### src/rtl/servo_pkg.sv
// Shared types and defaults for the servo pose sequencer.
package servo_pkg;

  typedef enum logic [1:0] {
    ST_IDLE = 2'd0,
    ST_LOAD = 2'd1,
    ST_RAMP = 2'd2,
    ST_DONE = 2'd3
  } state_e;

  localparam int unsigned HOME_ANGLE_DEF = 90;
  localparam int unsigned MAX_ANGLE_DEF  = 180;

  // Joint order on the maze-drawing arm.
  localparam int unsigned BOT_EXT = 0;
  localparam int unsigned BOT_ROT = 1;
  localparam int unsigned TOP_EXT = 2;
  localparam int unsigned END_ROT = 3;

endpackage

### src/rtl/servo_slew_channel.sv
// One servo joint: current angle and snapshotted target, stepping by one degree.
module servo_slew_channel #(
  parameter int unsigned ANGLE_W    = 8,
  parameter int unsigned HOME_ANGLE = 90
) (
  input  logic               clk,
  input  logic               rst_n,
  input  logic               load,
  input  logic [ANGLE_W-1:0] load_target,
  input  logic               step,
  output logic [ANGLE_W-1:0] angle,
  output logic               at_target_c
);

  logic [ANGLE_W-1:0] angle_q, angle_d;
  logic [ANGLE_W-1:0] target_q, target_d;

  assign angle       = angle_q;
  assign at_target_c = (angle_q == target_q);

  // Target capture and single-degree move toward the target.
  always_comb begin
    angle_d  = angle_q;
    target_d = target_q;
    if (load) begin
      target_d = load_target;
    end
    if (step && !at_target_c) begin
      angle_d = (angle_q < target_q) ? angle_q + ANGLE_W'(1) : angle_q - ANGLE_W'(1);
    end
  end

  // Angle and target registers, both start at home.
  always_ff @(posedge clk or negedge rst_n) begin
    if (!rst_n) begin
      angle_q  <= ANGLE_W'(HOME_ANGLE);
      target_q <= ANGLE_W'(HOME_ANGLE);
    end else begin
      angle_q  <= angle_d;
      target_q <= target_d;
    end
  end

endmodule

### src/rtl/servo_pose_sequencer.sv
// Pose table plus rate-limited multi-joint slew toward a requested pose.
module servo_pose_sequencer
  import servo_pkg::*;
#(
  parameter int unsigned NUM_CH     = 4,
  parameter int unsigned ANGLE_W    = 8,
  parameter int unsigned NUM_POSES  = 16,
  parameter int unsigned POSE_W     = $clog2(NUM_POSES),
  parameter int unsigned STEP_DIV   = 50000,
  parameter int unsigned MAX_ANGLE  = MAX_ANGLE_DEF,
  parameter int unsigned HOME_ANGLE = HOME_ANGLE_DEF,
  localparam int unsigned CH_W      = (NUM_CH > 1) ? $clog2(NUM_CH) : 1
) (
  input  logic                      clk,
  input  logic                      rst_n,
  input  logic                      req_valid,
  output logic                      req_ready,
  input  logic [POSE_W-1:0]         req_pose,
  input  logic                      halt,
  input  logic                      wr_en,
  input  logic [POSE_W-1:0]         wr_pose,
  input  logic [CH_W-1:0]           wr_ch,
  input  logic [ANGLE_W-1:0]        wr_angle,
  output logic [NUM_CH*ANGLE_W-1:0] angle,
  output logic                      busy,
  output logic                      done,
  output logic                      pose_err
);

  localparam int unsigned IDX_W   = (NUM_POSES > 1) ? $clog2(NUM_POSES) : 1;
  localparam int unsigned PRESC_W = (STEP_DIV > 1) ? $clog2(STEP_DIV) : 1;

  state_e              state_q, state_d;
  logic [POSE_W-1:0]   pose_q, pose_d;
  logic                err_q, err_d;
  logic [PRESC_W-1:0]  presc_q, presc_d;
  logic                busy_q, busy_d;
  logic                done_q, done_d;
  logic                pose_err_q, pose_err_d;
  logic                req_ready_q, req_ready_d;
  logic [ANGLE_W-1:0]  table_q [NUM_POSES][NUM_CH];
  logic [ANGLE_W-1:0]  table_d [NUM_POSES][NUM_CH];

  logic [NUM_CH-1:0]   at_target_c;
  logic [ANGLE_W-1:0]  lane_c   [NUM_CH];
  logic [ANGLE_W-1:0]  target_c [NUM_CH];
  logic                all_at_c, load_c, step_c;
  logic                pose_ok_c, wr_ok_c;
  logic [IDX_W-1:0]    pose_idx_c, wr_idx_c;
  logic [ANGLE_W-1:0]  wr_clamp_c;

  assign pose_ok_c  = (32'(pose_q) < NUM_POSES);
  assign wr_ok_c    = (32'(wr_pose) < NUM_POSES);
  assign pose_idx_c = pose_q[IDX_W-1:0];
  assign wr_idx_c   = wr_pose[IDX_W-1:0];
  assign wr_clamp_c = (32'(wr_angle) > MAX_ANGLE) ? ANGLE_W'(MAX_ANGLE) : wr_angle;
  assign all_at_c   = &at_target_c;

  assign req_ready = req_ready_q;
  assign busy      = busy_q;
  assign done      = done_q;
  assign pose_err  = pose_err_q;

  // Bad pose index degenerates to a zero-length move onto the current angles.
  always_comb begin
    for (int ch = 0; ch < NUM_CH; ch++) begin
      target_c[ch] = pose_ok_c ? table_q[pose_idx_c][ch] : lane_c[ch];
    end
  end

  for (genvar ch = 0; ch < NUM_CH; ch++) begin : g_ch
    servo_slew_channel #(
      .ANGLE_W    (ANGLE_W),
      .HOME_ANGLE (HOME_ANGLE)
    ) u_ch (
      .clk         (clk),
      .rst_n       (rst_n),
      .load        (load_c),
      .load_target (target_c[ch]),
      .step        (step_c),
      .angle       (lane_c[ch]),
      .at_target_c (at_target_c[ch])
    );
    assign angle[ch*ANGLE_W +: ANGLE_W] = lane_c[ch];
  end

  // Pose table write path with saturation; out-of-range poses are dropped.
  always_comb begin
    table_d = table_q;
    if (wr_en && wr_ok_c) begin
      table_d[wr_idx_c][wr_ch] = wr_clamp_c;
    end
  end

  // Sequencer next-state, prescaler and registered-output decode.
  always_comb begin
    state_d = state_q;
    pose_d  = pose_q;
    err_d   = err_q;
    presc_d = presc_q;
    load_c  = 1'b0;
    step_c  = 1'b0;
    case (state_q)
      ST_IDLE: begin
        if (req_valid && req_ready_q) begin
          pose_d  = req_pose;
          state_d = ST_LOAD;
        end
      end
      ST_LOAD: begin
        load_c  = 1'b1;
        presc_d = '0;
        err_d   = !pose_ok_c;
        state_d = ST_RAMP;
      end
      ST_RAMP: begin
        if (all_at_c) begin
          state_d = ST_DONE;
        end else if (!halt) begin
          if (presc_q == PRESC_W'(STEP_DIV - 1)) begin
            presc_d = '0;
            step_c  = 1'b1;
          end else begin
            presc_d = presc_q + PRESC_W'(1);
          end
        end
      end
      ST_DONE: begin
        state_d = ST_IDLE;
      end
      default: state_d = ST_IDLE;
    endcase
    busy_d      = (state_d == ST_LOAD) || (state_d == ST_RAMP);
    done_d      = (state_d == ST_DONE);
    pose_err_d  = (state_d == ST_DONE) && err_q;
    req_ready_d = (state_d == ST_IDLE);
  end

  // Control, status and table registers.
  always_ff @(posedge clk or negedge rst_n) begin
    if (!rst_n) begin
      state_q     <= ST_IDLE;
      pose_q      <= '0;
      err_q       <= 1'b0;
      presc_q     <= '0;
      busy_q      <= 1'b0;
      done_q      <= 1'b0;
      pose_err_q  <= 1'b0;
      req_ready_q <= 1'b1;
      for (int p = 0; p < NUM_POSES; p++) begin
        for (int ch = 0; ch < NUM_CH; ch++) begin
          table_q[p][ch] <= ANGLE_W'(HOME_ANGLE);
        end
      end
    end else begin
      state_q     <= state_d;
      pose_q      <= pose_d;
      err_q       <= err_d;
      presc_q     <= presc_d;
      busy_q      <= busy_d;
      done_q      <= done_d;
      pose_err_q  <= pose_err_d;
      req_ready_q <= req_ready_d;
      table_q     <= table_d;
    end
  end

endmodule

### config.mk
export PLATFORM = sky130hd
export DESIGN_NAME = servo_pose_sequencer
export DESIGN_NICKNAME = d
export VERILOG_FILES = /design/src/rtl/servo_pkg.sv /design/src/rtl/servo_slew_channel.sv /design/src/rtl/servo_pose_sequencer.sv
export SDC_FILE = /design/constraint.sdc
export NUM_CORES = 1
export LEC_CHECK = 0
export ABC_AREA = 1
export BUFFER_PORTS_ARGS = -buffer_cell sky130_fd_sc_hd__buf_2
export CORE_MARGIN = 1
export CORE_UTILIZATION = 30
export CTS_CLUSTER_DIAMETER = 120
export DETAILED_ROUTE_END_ITERATION = 8
export PLACE_DENSITY = 0.52
export REMOVE_ABC_BUFFERS = 1
export SLEW_MARGIN = 10
export SYNTH_ARGS = -nofsm -noshare
export SYNTH_HDL_FRONTEND = slang
export SYNTH_HIERARCHICAL = 1
export SYNTH_SLANG_ARGS = --single-unit
### constraint.sdc
create_clock -name clk -period 2.93 [get_ports clk]
set_input_delay 0.586 -clock clk [delete_from_list [all_inputs] [get_ports clk]]
set_output_delay 0.586 -clock clk [all_outputs]
set_load 0.03 [all_outputs]
==> out/results.ini <==
[worst_setup_path]
crit_cells = 14
crit_end = g_ch[2].u_ch/angle[7]
crit_chain = inv_1 -> ha_1 -> nand2_1 -> nor2_1 -> nand2_1 -> inv_1 -> nand2_1 -> o21ai_1 -> nor2_4 -> nand2_4 -> inv_2 -> nand3_2 -> nand2_1 -> nand2_1
cp.arrival_ps = 3230
critPathMaxStageDelay_ps = 530
cp_max_fo = 10
r2r_cells = 14
worstSetupStartpoint = g_ch[2].u_ch/target_q[3]
r2r_setup_slack_ps = 210
cp-start-kind = flop
path_common_cell = nand2_1
crit_family = simple AND/OR/NAND/NOR gates
cpMaxStageDelayCell = nor2_4
crit_required_ps = 3430
path_buf_inv = 3
worstReg2RegStart = g_ch[2].u_ch/target_q[3]
r2r-end = g_ch[2].u_ch/angle[7]
criticalPathCategory = flop to flop
end_kind = flop

[sta]
slew_violations = 0
fin_skew_ps = 17.1
final_hold_viol_count = 0
setup_violations = 0
maxSlewHeadroom_pct = 34.6
worst_slew_pin_slew_ps = 981
fin_crit_ps = 2720
fin_crit_sh_pct = 93.0
grt_setup_unrepaired = false
max_freq_mhz = 367

[synth]
ys_seq_area_share_pct = 48.4
synth_enable_flop_cells = 0
synth_seq_cells = 601
synthTopCellsByCount = nand2_1 (1521), inv_1 (415), nand3_1 (414)
yosys-top-cells-area = dfrtp_1 (25%), dfstp_2 (24%), nand2_1 (18%)
netlist_area_sq_um = 31800
synth.most_common_cell = nand2_1
synth.distinct_cells = 44
synth_top_area_share_pct = 24.6
async_flop_share_pct = 100
synth_top_area_cell = dfrtp_1
syn_inst = 4091
synth_ff_type = dfrtp_1
yosys_warnings = 6
syn_avg_cell_area_sq_um = 7.77

[placed_design]
placed_area_sq_um = 34200
io_buffers = 57
gp_congestion = 0.802
place_inst = 5462
hpwlAfterDp_mm = 64.3

[global_route]
first_global_vias = 26256
grt_usage_pct = 18.5
grt_overflow_total = 0
grt_max_degree = 101
antenna_found_initial = 4
grt_pass1_wl_mm = 157

[cts]
cts_root_buf = clkbuf_16
clk_latency_ps = 610
clockBufferDepth = 3
path_clk_slew_ps = 60
htreeDepth = 3
numClockSinks = 601
cts_buffers = 71
cts_tree = done

[layout]
drive_gt1_share_pct = 17.3
postLayoutCellArea_sq_um = 36500
nNetsFinal = 4234
layoutNonFillerInstCount = 5591
area_growth_pct = 14.8

[route]
drc_errors = 0
firstDrtPassIters = 5
drt.antenna.violating_nets = 0
vias = 26864
wl_per_cell_microns = 17.7
drt_wl_total_mm = 98.8
vias_per_cell = 4.80
drtIter0Drc = 2053

[floorplan]
ios = 59
rows = 119
die_x_microns = 328
floorplan.initialDensity_pct = 30.2
die_area_sq_um = 107000
core_area_sq_um = 105000
fp.dieH_microns = 328

[min_path]
holdCritPathClass = input port to flop

[run]
max-cap-violations = 0

[power]
leakagePower_uw = 0.0174
peakVddDrop_mv = 0.397
power_density_nw_per_um2 = 586

[status]
status = completed

power by group:
group	switching, uW	leakage [uW]	total, uW	internal [uW]
combinational	1560	0.00926	2400	837
sequential	499	0.00700	10200	9660
clock	3630	0.00114	8830	5210
total	5690	0.0174	21400	15700
final cells by class:
| class | count | area, sq um |
|---|---|---|
| clock buffer | 110 | 2150 |
| inverter | 458 | 1720 |
| timing repair buffer | 175 | 1520 |
| clock inverter | 17 | 143 |
| fill | 11152 | 68600 |
| sequential | 601 | 15400 |
| antenna | 1 | 2.50 |
| tap | 1391 | 1740 |
| multi-input combinational | 2838 | 13800 |
worst reg2reg max path: cells and delay by family, from the launching register on:
kind / cells / cell delay (ps)
simple gates: 9 / 1330
flops: 1 / 510
fa+ha+maj: 1 / 290
buf+inv: 3 / 390
compound gates: 1 / 110
layer usage:
layer | global-route usage [%] | wire length [microns] | vias to the layer above
met1 | 26.3 | 46900 | 12950
met4 | 5.33 | 2170 | 6
li1 | - | - | 13181
met2 | 29.4 | 44800 | 611
met3 | 2.36 | 4880 | 116
met5 | 0 | 40 | -
registers in the layout, indices dropped and copies added, names as in the netlist:
| name | cells |
|---|---|
| g_ch.u_ch/target_q | 32 |
| req_ready | 1 |
| g_ch.u_ch/angle | 32 |
| presc_q | 16 |
| table_q | 512 |
| done | 1 |
| busy | 1 |
| pose_idx_c | 4 |
| state_q | 2 |
timing repair:
action                                  CTS  global route
endpoints found under the setup margin   32            21
hold buffers                              1             0
endpoints found under the hold margin     8             0
resized for setup                         1             1
buffers inserted                          0             0
cell families after synthesis:
family,share of synthesized area (%)
AO/OA/AOI/OAI,9.77
XOR/XNOR,0.441
adder cells (fa/ha/maj),2.69
buffers and inverters,8.22
flip-flops,48.4
multiplexers,0.240
other,0.0118
AND/OR/NAND/NOR,30.2
through the flow:
| stage | util, % | setup TNS (ps) | hold slack (ps) | power, uW | worst slack (ps) |
|---|---|---|---|---|---|
| after floorplan | - | -802980 | 290 | 11700 | -6200 |
| after detailed placement | 32.5 | -3470 | 451 | 12700 | -225 |
| after CTS | 34.7 | 0 | 214 | 21600 | 95.8 |
| after global placement | 32.5 | -2870 | 449 | 12600 | -221 |
| after global routing | 34.7 | 0 | 222 | 22400 | 7.70 |
| final | 34.7 | 0 | 245 | 21400 | 205 |
cells in the final DEF, fill, tap and decap left out, types with 51 or more instances in the layout:
| cell | instances |
|---|---|
| nand2_1 | 1520 |
| inv_1 | 414 |
| nand3_1 | 413 |
| dfrtp_1 | 309 |
| dfstp_2 | 289 |
| o211ai_1 | 213 |
| nor2_1 | 199 |
| o21ai_0 | 152 |
| buf_4 | 96 |
| a21oi_1 | 93 |
| clkbuf_16 | 73 |
| ha_1 | 61 |
| buf_2 | 51 |
worst min path at each step:
stage | from | to | slack, ps | cells after the start
floorplan | rst_n | busy | 290 | 0
global placement | table_q[236] | table_q[236] | 450 | 2
detailed placement | table_q[244] | table_q[244] | 450 | 2
CTS | req_pose[0] | pose_idx_c[0] | 210 | 2
global route | req_pose[0] | pose_idx_c[0] | 220 | 2
finish | req_pose[0] | pose_idx_c[0] | 240 | 2
Note: power is estimated with default switching activity, not from simulation.
